===== src/rtl/uart_tx_arbiter.sv =====
// Round-robin packet arbiter that shares one UART transmitter between several byte-stream
// producers; a grant lasts until the owner's last byte or an idle timeout.
module uart_tx_arbiter #(
  parameter int unsigned NumRequesters = 4,
  parameter int unsigned TimeoutCycles = 65535
) (
  input  logic                       clk,
  input  logic                       rst,
  input  logic [NumRequesters-1:0]   req_valid,
  input  logic [8*NumRequesters-1:0] req_byte,
  input  logic [NumRequesters-1:0]   req_last,
  output logic [NumRequesters-1:0]   req_ready_out,
  output logic [NumRequesters-1:0]   grant_out,
  output logic                       timeout_out,
  output logic [7:0]                 tx_byte_out,
  output logic                       tx_byte_valid_out,
  input  logic                       tx_byte_done
);

  localparam int unsigned IdxW = $clog2(NumRequesters);
  localparam int unsigned CntW = $clog2(TimeoutCycles + 1);
  localparam logic [IdxW-1:0] LastIdx  = IdxW'(NumRequesters - 1);
  localparam logic [CntW-1:0] CntLimit = CntW'(TimeoutCycles - 1);

  typedef enum logic [2:0] {
    StateIdle,
    StateGranted,
    StateSend,
    StateSettle,
    StateWaitDone
  } state_e;

  state_e                   state_q, state_d;
  logic [NumRequesters-1:0] grant_q, grant_d;
  logic [IdxW-1:0]          owner_q, owner_d;
  logic [IdxW-1:0]          last_grant_q, last_grant_d;
  logic [CntW-1:0]          idle_cnt_q, idle_cnt_d;
  logic                     pkt_last_q, pkt_last_d;
  logic                     timeout_q, timeout_d;
  logic [7:0]               tx_byte_q, tx_byte_d;
  logic                     tx_valid_q, tx_valid_d;
  logic [IdxW-1:0]          pick_idx;

  // Scanning distances from farthest to nearest lets the nearest valid requester win.
  function automatic logic [IdxW-1:0] rr_pick(input logic [IdxW-1:0]          last,
                                              input logic [NumRequesters-1:0] valid);
    logic [IdxW-1:0] pick;
    logic [IdxW:0]   cand;
    pick = last;
    for (int unsigned k = NumRequesters; k > 0; k--) begin
      cand = {1'b0, last} + (IdxW+1)'(k);
      if (cand >= (IdxW+1)'(NumRequesters)) begin
        cand = cand - (IdxW+1)'(NumRequesters);
      end
      if (valid[cand[IdxW-1:0]]) begin
        pick = cand[IdxW-1:0];
      end
    end
    return pick;
  endfunction

  assign pick_idx = rr_pick(last_grant_q, req_valid);

  always_comb begin
    state_d      = state_q;
    grant_d      = grant_q;
    owner_d      = owner_q;
    last_grant_d = last_grant_q;
    idle_cnt_d   = idle_cnt_q;
    pkt_last_d   = pkt_last_q;
    timeout_d    = 1'b0;
    tx_byte_d    = tx_byte_q;
    tx_valid_d   = tx_valid_q;

    unique case (state_q)
      StateIdle: begin
        grant_d    = '0;
        idle_cnt_d = '0;
        if (|req_valid) begin
          owner_d           = pick_idx;
          grant_d[pick_idx] = 1'b1;
          state_d           = StateGranted;
        end
      end

      StateGranted: begin
        if (req_valid[owner_q]) begin
          tx_byte_d  = req_byte[{owner_q, 3'b000} +: 8];
          pkt_last_d = req_last[owner_q];
          tx_valid_d = 1'b1;
          idle_cnt_d = '0;
          state_d    = StateSend;
        end else if (idle_cnt_q >= CntLimit) begin
          timeout_d    = 1'b1;
          last_grant_d = owner_q;
          grant_d      = '0;
          idle_cnt_d   = '0;
          state_d      = StateIdle;
        end else if (idle_cnt_q != {CntW{1'b1}}) begin
          idle_cnt_d = idle_cnt_q + 1'b1;
        end
      end

      StateSend: begin
        if (tx_byte_done) begin
          tx_valid_d = 1'b0;
          state_d    = StateSettle;
        end
      end

      // Gives the transmitter a cycle to drop tx_byte_done before we look at it again.
      StateSettle: begin
        state_d = StateWaitDone;
      end

      StateWaitDone: begin
        if (tx_byte_done) begin
          if (pkt_last_q) begin
            last_grant_d = owner_q;
            grant_d      = '0;
            state_d      = StateIdle;
          end else begin
            state_d = StateGranted;
          end
        end
      end

      default: begin
        state_d = StateIdle;
      end
    endcase
  end

  always_ff @(posedge clk) begin
    if (rst) begin
      state_q      <= StateIdle;
      grant_q      <= '0;
      owner_q      <= '0;
      last_grant_q <= LastIdx;
      idle_cnt_q   <= '0;
      pkt_last_q   <= 1'b0;
      timeout_q    <= 1'b0;
      tx_byte_q    <= 8'hff;
      tx_valid_q   <= 1'b0;
    end else begin
      state_q      <= state_d;
      grant_q      <= grant_d;
      owner_q      <= owner_d;
      last_grant_q <= last_grant_d;
      idle_cnt_q   <= idle_cnt_d;
      pkt_last_q   <= pkt_last_d;
      timeout_q    <= timeout_d;
      tx_byte_q    <= tx_byte_d;
      tx_valid_q   <= tx_valid_d;
    end
  end

  assign req_ready_out     = (state_q == StateGranted) ? grant_q : '0;
  assign grant_out         = grant_q;
  assign timeout_out       = timeout_q;
  assign tx_byte_out       = tx_byte_q;
  assign tx_byte_valid_out = tx_valid_q;

endmodule


===== config.mk =====
export PLATFORM = sky130hd
export DESIGN_NAME = uart_tx_arbiter
export DESIGN_NICKNAME = d
export VERILOG_FILES = /design/src/rtl/uart_tx_arbiter.sv
export SDC_FILE = /design/constraint.sdc
export NUM_CORES = 1
export LEC_CHECK = 0
export BUFFER_PORTS_ARGS = -buffer_cell sky130_fd_sc_hd__buf_2
export CORE_MARGIN = 2
export CORE_UTILIZATION = 30
export DETAILED_ROUTE_END_ITERATION = 7
export PLACE_DENSITY = 0.51
export SLEW_MARGIN = 20
export SYNTH_ARGS = -nofsm -noshare
export SYNTH_HDL_FRONTEND = slang
export SYNTH_SLANG_ARGS = --single-unit

===== constraint.sdc =====
create_clock -name clk -period 3 [get_ports clk]
set_input_delay 0.15 -clock clk [delete_from_list [all_inputs] [get_ports clk]]
set_output_delay 0.15 -clock clk [all_outputs]
set_load 0.005 [all_outputs]

==> results of run 1 <==
power by group through the flow:
stage / Sequential (mW) / Clock (mW) / Combinational [mW]
2_1_floorplan: 0.567 / 0 / 0.168
3_5_place_dp: 0.576 / 0 / 0.249
4_1_cts: 0.564 / 0.356 / 0.249
3_3_place_gp: 0.575 / 0 / 0.249
6_report: 0.564 / 0.344 / 0.245
5_1_grt: 0.570 / 0.379 / 0.273
cells in the mapped netlist, types with 2 or more instances:
cell type / n / area (um^2)
a211o_1: 8 / 70.1
a211oi_1: 5 / 37.5
a21o_1: 2 / 15.0
a21oi_1: 9 / 45.0
a21oi_2: 2 / 17.5
a31oi_1: 3 / 18.8
and2_1: 2 / 12.5
and3_1: 6 / 37.5
buf_2: 2 / 10.0
clkbuf_1: 7 / 26.3
dfxtp_1: 38 / 761
ha_1: 2 / 25.0
inv_1: 5 / 18.8
mux2i_1: 6 / 60.1
mux4_2: 10 / 225
nand2_1: 19 / 71.3
nand2b_1: 3 / 18.8
nand3_1: 9 / 45.0
nand3b_1: 4 / 30.0
nand4_1: 2 / 12.5
nor2_1: 28 / 105
nor2b_1: 8 / 50.1
nor3_1: 8 / 40.0
nor3b_1: 5 / 37.5
nor4_1: 3 / 18.8
nor4bb_1: 2 / 20.0
o211ai_1: 2 / 15.0
o21ai_0: 8 / 40.0
o311ai_0: 2 / 17.5
or3_1: 6 / 37.5
xor2_1: 7 / 61.3
placed cells by master, fill, tap and decap left out, types with 4 or more instances in the layout:
master	Yosys	routed
buf_2	2	60
dfxtp_1	38	38
nor2_1	28	28
nand2_1	19	19
mux4_2	10	10
a21oi_1	9	9
nand3_1	9	9
nor3_1	8	8
o21ai_0	8	8
nor2b_1	8	8
a211o_1	8	8
xor2_1	7	7
and3_1	6	6
mux2i_1	6	6
or3_1	6	6
inv_1	5	5
nor3b_1	5	5
a211oi_1	5	5
clkbuf_8	0	5
buf_4	0	5
nand3b_1	4	4
cells by family after synthesis:
group                    Yosys count  synth area share, %
AND/OR/NAND/NOR                  110                 27.4
flip-flops                        38                 35.6
AO/OA/AOI/OAI                     49                 16.5
multiplexers                      16                 13.4
buffers and inverters             15                 3.11
adder cells (fa/ha/maj)            2                 1.17
XOR/XNOR                           7                 2.87
worst min-delay path, cell delays in order:
cell     delay (ps)
buf_2           100
nor4_1           50
a31oi_1         130
nor2_1           50
flip-flops by register name, indices dropped and copies added (netlist names):
| register | cells |
|---|---|
| state_q | 3 |
| tx_byte_valid_out | 1 |
| grant_out | 4 |
| idle_cnt_q | 16 |
| pkt_last_q | 1 |
| owner_q | 2 |
| timeout_out | 1 |
| tx_byte_out | 8 |
| last_grant_q | 2 |
cell type report:
class | count | area, um^2
Fill cell | 746 | 4210
Timing Repair Buffer | 65 | 338
Clock inverter | 1 | 7.51
Clock buffer | 6 | 72.6
Tap cell | 96 | 120
Inverter | 5 | 18.8
Multi-Input combinational cell | 184 | 1310
Sequential cell | 38 | 761
how the worst min path moves through the flow:
stage              startpoint             end  slack, ps  cells after the start
6_report         tx_byte_done      state_q[2]        230                      4
5_1_grt          tx_byte_done      state_q[2]        240                      4
4_1_cts          tx_byte_done      state_q[2]        220                      4
3_5_place_dp   tx_byte_out[0]  tx_byte_out[0]        440                      1
3_3_place_gp   tx_byte_out[3]  tx_byte_out[3]        440                      1
2_1_floorplan             rst    grant_out[1]        330                      2
metal layers:
metal | GRT usage, % | up-vias | part of all wire [%]
met5 | 0 | - | 0
met1 | 17.7 | 920 | 47
met2 | 23.2 | 53 | 46
li1 | - | 1001 | -
met4 | 4.55 | 0 | 1.2
met3 | 4.29 | 4 | 6.1
stage by stage:
stage	cells	utilization (%)	cell area, um^2	setup slack [ps]	hold slack [ps]
after floorplan	237	-	2130	1070	333
after global placement	388	37.3	2540	846	438
after detailed placement	388	37.3	2540	825	445
after CTS	395	38.4	2630	802	223
after global routing	395	38.4	2630	682	237
final	395	38.4	2630	807	234
==> results.tsv, run 1 <==
stage	metric	value	unit
outcome	outcome	finished clean	
job	# Max-Cap Violations	0	
power_and_ir_drop	VDD IR max	161	uV
global_routing	maximum number of pins on one net before global-route repair	34	
cts	TritonCTS Buffers	5	
die	die area	0.00781	mm^2
power_and_ir_drop	Sw Ratio	28.5	%
detailed_routing	Via Count	1978	
detailed_routing	Routed Antenna Nets	0	
global_routing	gr usage total	14.1	%
power_and_ir_drop	internal power	824	uW
logic_synthesis	Synthesis Warnings	0	
detailed_routing	first drt pass iteration count	4	
detailed_routing	routed wire length per instance	12.8	um
worst_setup_path	crit path max fanout	14	
placed_design	gpl congestion	0.793	
worst_setup_path	CP delay by family, top	compound AO/OA/AOI/OAI gates	
worst_setup_path	CP max stage cell	mux4_2	
worst_setup_path	R2R cell count	5	
timing	clk_skew	11.0	ps
power_and_ir_drop	Comb pwr share	21.2	%
logic_synthesis	register area share after synthesis	35.6	%
placed_design	IO Port Bufs	60	
worst_setup_path	Worst R2R Setup Slack	810	ps
power_and_ir_drop	Final Power	1.15	mW
power_and_ir_drop	part of the power in registers	48.9	%
worst_setup_path	CP most frequent cell	a21o_1	
power_and_ir_drop	pwr dens	439	mW/mm^2
logic_synthesis	Net Count, Synth	282	
detailed_routing	drt drc	0	
worst_setup_path	slowest stage delay, CP	560	ps
global_routing	vias in the first global route	1898	
timing	Slew HR	55.8	%
timing	measured slew at the worst slew-check pin	661	ps
logic_synthesis	Post-synth EDFFs	0	
logic_synthesis	FFs w/ async S/R, synth	0	%
layout	antenna cells	0	
worst_setup_path	CP arrival	2440	ps
timing	Hold Vio Cnt, Final	0	
layout	Nets	344	
worst_setup_path	crit path to	idle_cnt_q[4]	
worst_setup_path	RR Endpoint	idle_cnt_q[4]	
die	Rows	30	
power_and_ir_drop	Pleak	0.982	nW
die	core area	0.00683	mm^2
worst_setup_path	Setup crit start kind	flip-flop	
worst_setup_path	Req. time, crit path	3250	ps
worst_setup_path	Crit path depth	5	
cts	TritonCTS clock tree	done	
timing	Tcrit/Tclk final	73.1	%
layout	P&R area growth vs syn	23.0	%
cts	clk_lat worst skew	300	ps
logic_synthesis	Cells after Synth	237	
die	width of the die	88.4	um
cts	H-Tree Depth	2	
worst_setup_path	worst r2r src	owner_q[1]	
timing	setup TNS	0	ps
cts	Post CTS Setup Buffer Count	0	
cts	Hold Buf Count CTS	0	
timing	unrepaired setup endpoints after global routing	no	
detailed_routing	final wirelength	5.04	mm
logic_synthesis	synthesized flop and latch total	38	
timing	fin crit period	2190	ps
cts	Clock Path Buffers	2	
detailed_routing	DRT iter0 DRCs	76	
worst_setup_path	worst setup path category	flip-flop to flip-flop	
cts	clock-pin slew on the worst setup and hold paths	80	ps
timing	maximum operating frequency	456	MHz
power_and_ir_drop	Clk pwr share	29.9	%
worst_setup_path	Crit. End Element	flip-flop	
cts	clock root buffer	clkbuf_8	
logic_synthesis	Synth Flop Type	dfxtp_1	
placed_design	HPWL after DPL	3.87	mm
die	I/O pin total	61	
detailed_routing	DR vias/cell	5.01	
die	effective utilization at floorplan	31.2	%
worst_hold_path	Hold Crit Class	primary input to flip-flop	
die	die span in y	88.4	um
timing	Max Slew Vio Count	0	
logic_synthesis	synth unique cells	45	
logic_synthesis	Post-Synthesis Cell Area	0.00213	mm^2
layout	layout cells sized above 1	29.4	%
worst_setup_path	Crit. Startpoint	owner_q[1]	
global_routing	number of antenna violations at the first check in global routing	0	
timing	Finish-stage setup viols	0	
global_routing	wire length of the first global-routing pass	8.74	mm
cts	post_cts resized	0	
global_routing	global route total overflow	0	
worst_setup_path	crit-path cells	mux4_2 -> or3_4 -> a21o_1 -> a21o_1 -> o21ba_2	
cts	clock sinks	38	
logic_synthesis	Avg Cell Area, Syn	9.01	um^2
worst_setup_path	Crit path buffers/inverters	0	
power_and_ir_drop	sw power	329	uW
No activity file was read; power rests on OpenSTA's default activity.
==> run 2, diff against run 1 <==
Clock period 3 ns to 2.3 ns, I/O delays scaled along.
==> results.tsv, run 2 (synthesis gave the netlist of run 1 again) <==
stage	metric	value	unit
layout	Largest register FFs	16	
power_and_ir_drop	pwr dens	603	mW/mm^2
detailed_routing	Routed Antenna Nets	0	
placed_design	gpl congestion	0.822	
detailed_routing	first drt pass iteration count	4	
global_routing	global route total overflow	0	
power_and_ir_drop	VDD IR max	197	uV
placed_design	HPWL after DPL	4.04	mm
worst_setup_path	Req. time, crit path	2530	ps
worst_setup_path	crit path to	idle_cnt_q[10]	
detailed_routing	DRT iter0 DRCs	59	
detailed_routing	DR vias/cell	4.89	
timing	Finish-stage setup viols	0	
global_routing	number of antenna violations at the first check in global routing	0	
layout	most common cell after layout, fill and taps aside	buf_2	
die	die span in y	88.4	um
cts	clock root buffer	clkbuf_8	
die	die area	0.00781	mm^2
worst_setup_path	worst r2r src	owner_q[1]	
die	core area	0.00683	mm^2
worst_hold_path	hold path cells	4	
layout	FILL cells	717	
layout	Reg with most FFs	idle_cnt_q	
timing	fin crit period	2110	ps
cts	clk_lat worst skew	300	ps
die	effective utilization at floorplan	31.2	%
timing	setup TNS	0	ps
worst_setup_path	crit path max fanout	9	
worst_setup_path	Crit. End Element	flip-flop	
timing	unrepaired setup endpoints after global routing	no	
timing	maximum operating frequency	474	MHz
cts	clock-pin slew on the worst setup and hold paths	90	ps
die	Rows	30	
global_routing	maximum number of pins on one net before global-route repair	33	
layout	Final Core Density	40.0	%
detailed_routing	final wirelength	5.27	mm
layout	Nets	353	
worst_setup_path	Crit. Startpoint	owner_q[1]	
timing	measured slew at the worst slew-check pin	602	ps
global_routing	wire length of the first global-routing pass	9.05	mm
outcome	outcome	finished clean	
job	# Max-Cap Violations	0	
timing	Tcrit/Tclk final	91.6	%
detailed_routing	drt drc	0	
worst_setup_path	R2R cell count	6	
cts	TritonCTS Buffers	5	
cts	Hold Buf Count CTS	0	
timing	Slew HR	59.7	%
die	width of the die	88.4	um
worst_setup_path	Worst R2R Setup Slack	190	ps
power_and_ir_drop	Final Power	1.65	mW
worst_hold_path	Hold Crit Class	primary input to flip-flop	
power_and_ir_drop	Pleak	1.06	nW
die	I/O pin total	61	
layout	fin cells	405	
worst_setup_path	RR Endpoint	idle_cnt_q[10]	
cts	clock sinks	38	
timing	Hold Vio Cnt, Final	0	
layout	layout cells sized above 1	32.4	%
worst_setup_path	Setup crit start kind	flip-flop	
timing	clk_skew	13.7	ps
timing	Max Slew Vio Count	0	
detailed_routing	routed wire length per instance	13.0	um
placed_design	IO Port Bufs	60	
placed_design	Placed Instances	397	
cts	Clock Path Buffers	2	
worst_setup_path	CP arrival	2330	ps
layout	antenna cells	0	
layout	P&R area growth vs syn	28.0	%
cts	TritonCTS clock tree	done	
detailed_routing	Via Count	1979	
global_routing	vias in the first global route	1931	
cts	H-Tree Depth	2	
worst_setup_path	worst setup path category	flip-flop to flip-flop	
layout	most frequent cells in the layout	60 x buf_2, 38 x dfxtp_1, 28 x nor2_1	
global_routing	gr usage total	14.6	%
run 2: cell count changes in the layout (fill, tap and decap cells not counted):
cell and change:
a21o_1 -1, a21o_2 +1, buf_4 +9, bufinv_16 +1, clkbuf_1 -1, clkinv_2 +2, clkinvlp_4 -1, nor4_2 -1
nor4_4 +1
run 2: repair_timing:
action / CTS / global route
setup endpoints to repair: 0 / 4
resized for setup: 0 / 2
setup buffers: 0 / 0
run 2: area by class of cell:
type | count | area [um^2] | area share [%]
Clock inverter | 3 | 40.0 | 1.47
Tap cell | 96 | 120 | 4.40
Inverter | 5 | 18.8 | 0.687
Timing Repair Buffer | 74 | 405 | 14.8
Multi-Input combinational cell | 184 | 1320 | 48.2
Sequential cell | 38 | 761 | 27.9
Clock buffer | 5 | 68.8 | 2.52
run 2: worst max-delay path: stages, from the launching register on:
cell,delay [ps]
dfxtp_1,360
mux4_2,550
or3_4,370
a21o_1,190
a21o_2,290
buf_4,180
nor2_1,90
run 2: stage by stage:
stage	area [um^2]	setup WS, ps	hold WS (ps)
6_report	2730	192	193
5_1_grt	2730	6.17	205
4_1_cts	2720	144	187
3_5_place_dp	2610	172	444
3_3_place_gp	2610	237	439
2_1_floorplan	2130	372	298
run 2: metal layers:
metal  wire length, um  GRT usage [%]  vias up  part of all wire, %
met5                 0              0        -                    0
met4                38           2.89        0                 0.72
met3               298           4.57        6                  5.7
met2              2420           24.0       48                   46
met1              2520           19.0      903                   48
li1                  -              -     1022                    -
run 2: power by group:
| group | total (mW) | switching [mW] | leakage, nW | internal [mW] |
|---|---|---|---|---|
| registers | 0.724 | 0.0256 | 0.309 | 0.698 |
| clock network | 0.568 | 0.249 | 0.0579 | 0.320 |
| logic | 0.356 | 0.169 | 0.697 | 0.186 |
| total | 1.65 | 0.444 | 1.06 | 1.20 |
run 2: worst min-delay path by stage:
| stage | from | endpoint | slack [ps] |
|---|---|---|---|
| 5_1_grt | tx_byte_done | state_q[2] | 210 |
| 4_1_cts | tx_byte_done | state_q[2] | 190 |
| 3_5_place_dp | tx_byte_out[1] | tx_byte_out[1] | 440 |
| 3_3_place_gp | tx_byte_out[1] | tx_byte_out[1] | 440 |
| 6_report | tx_byte_done | state_q[2] | 190 |
| 2_1_floorplan | rst | grant_out[1] | 300 |
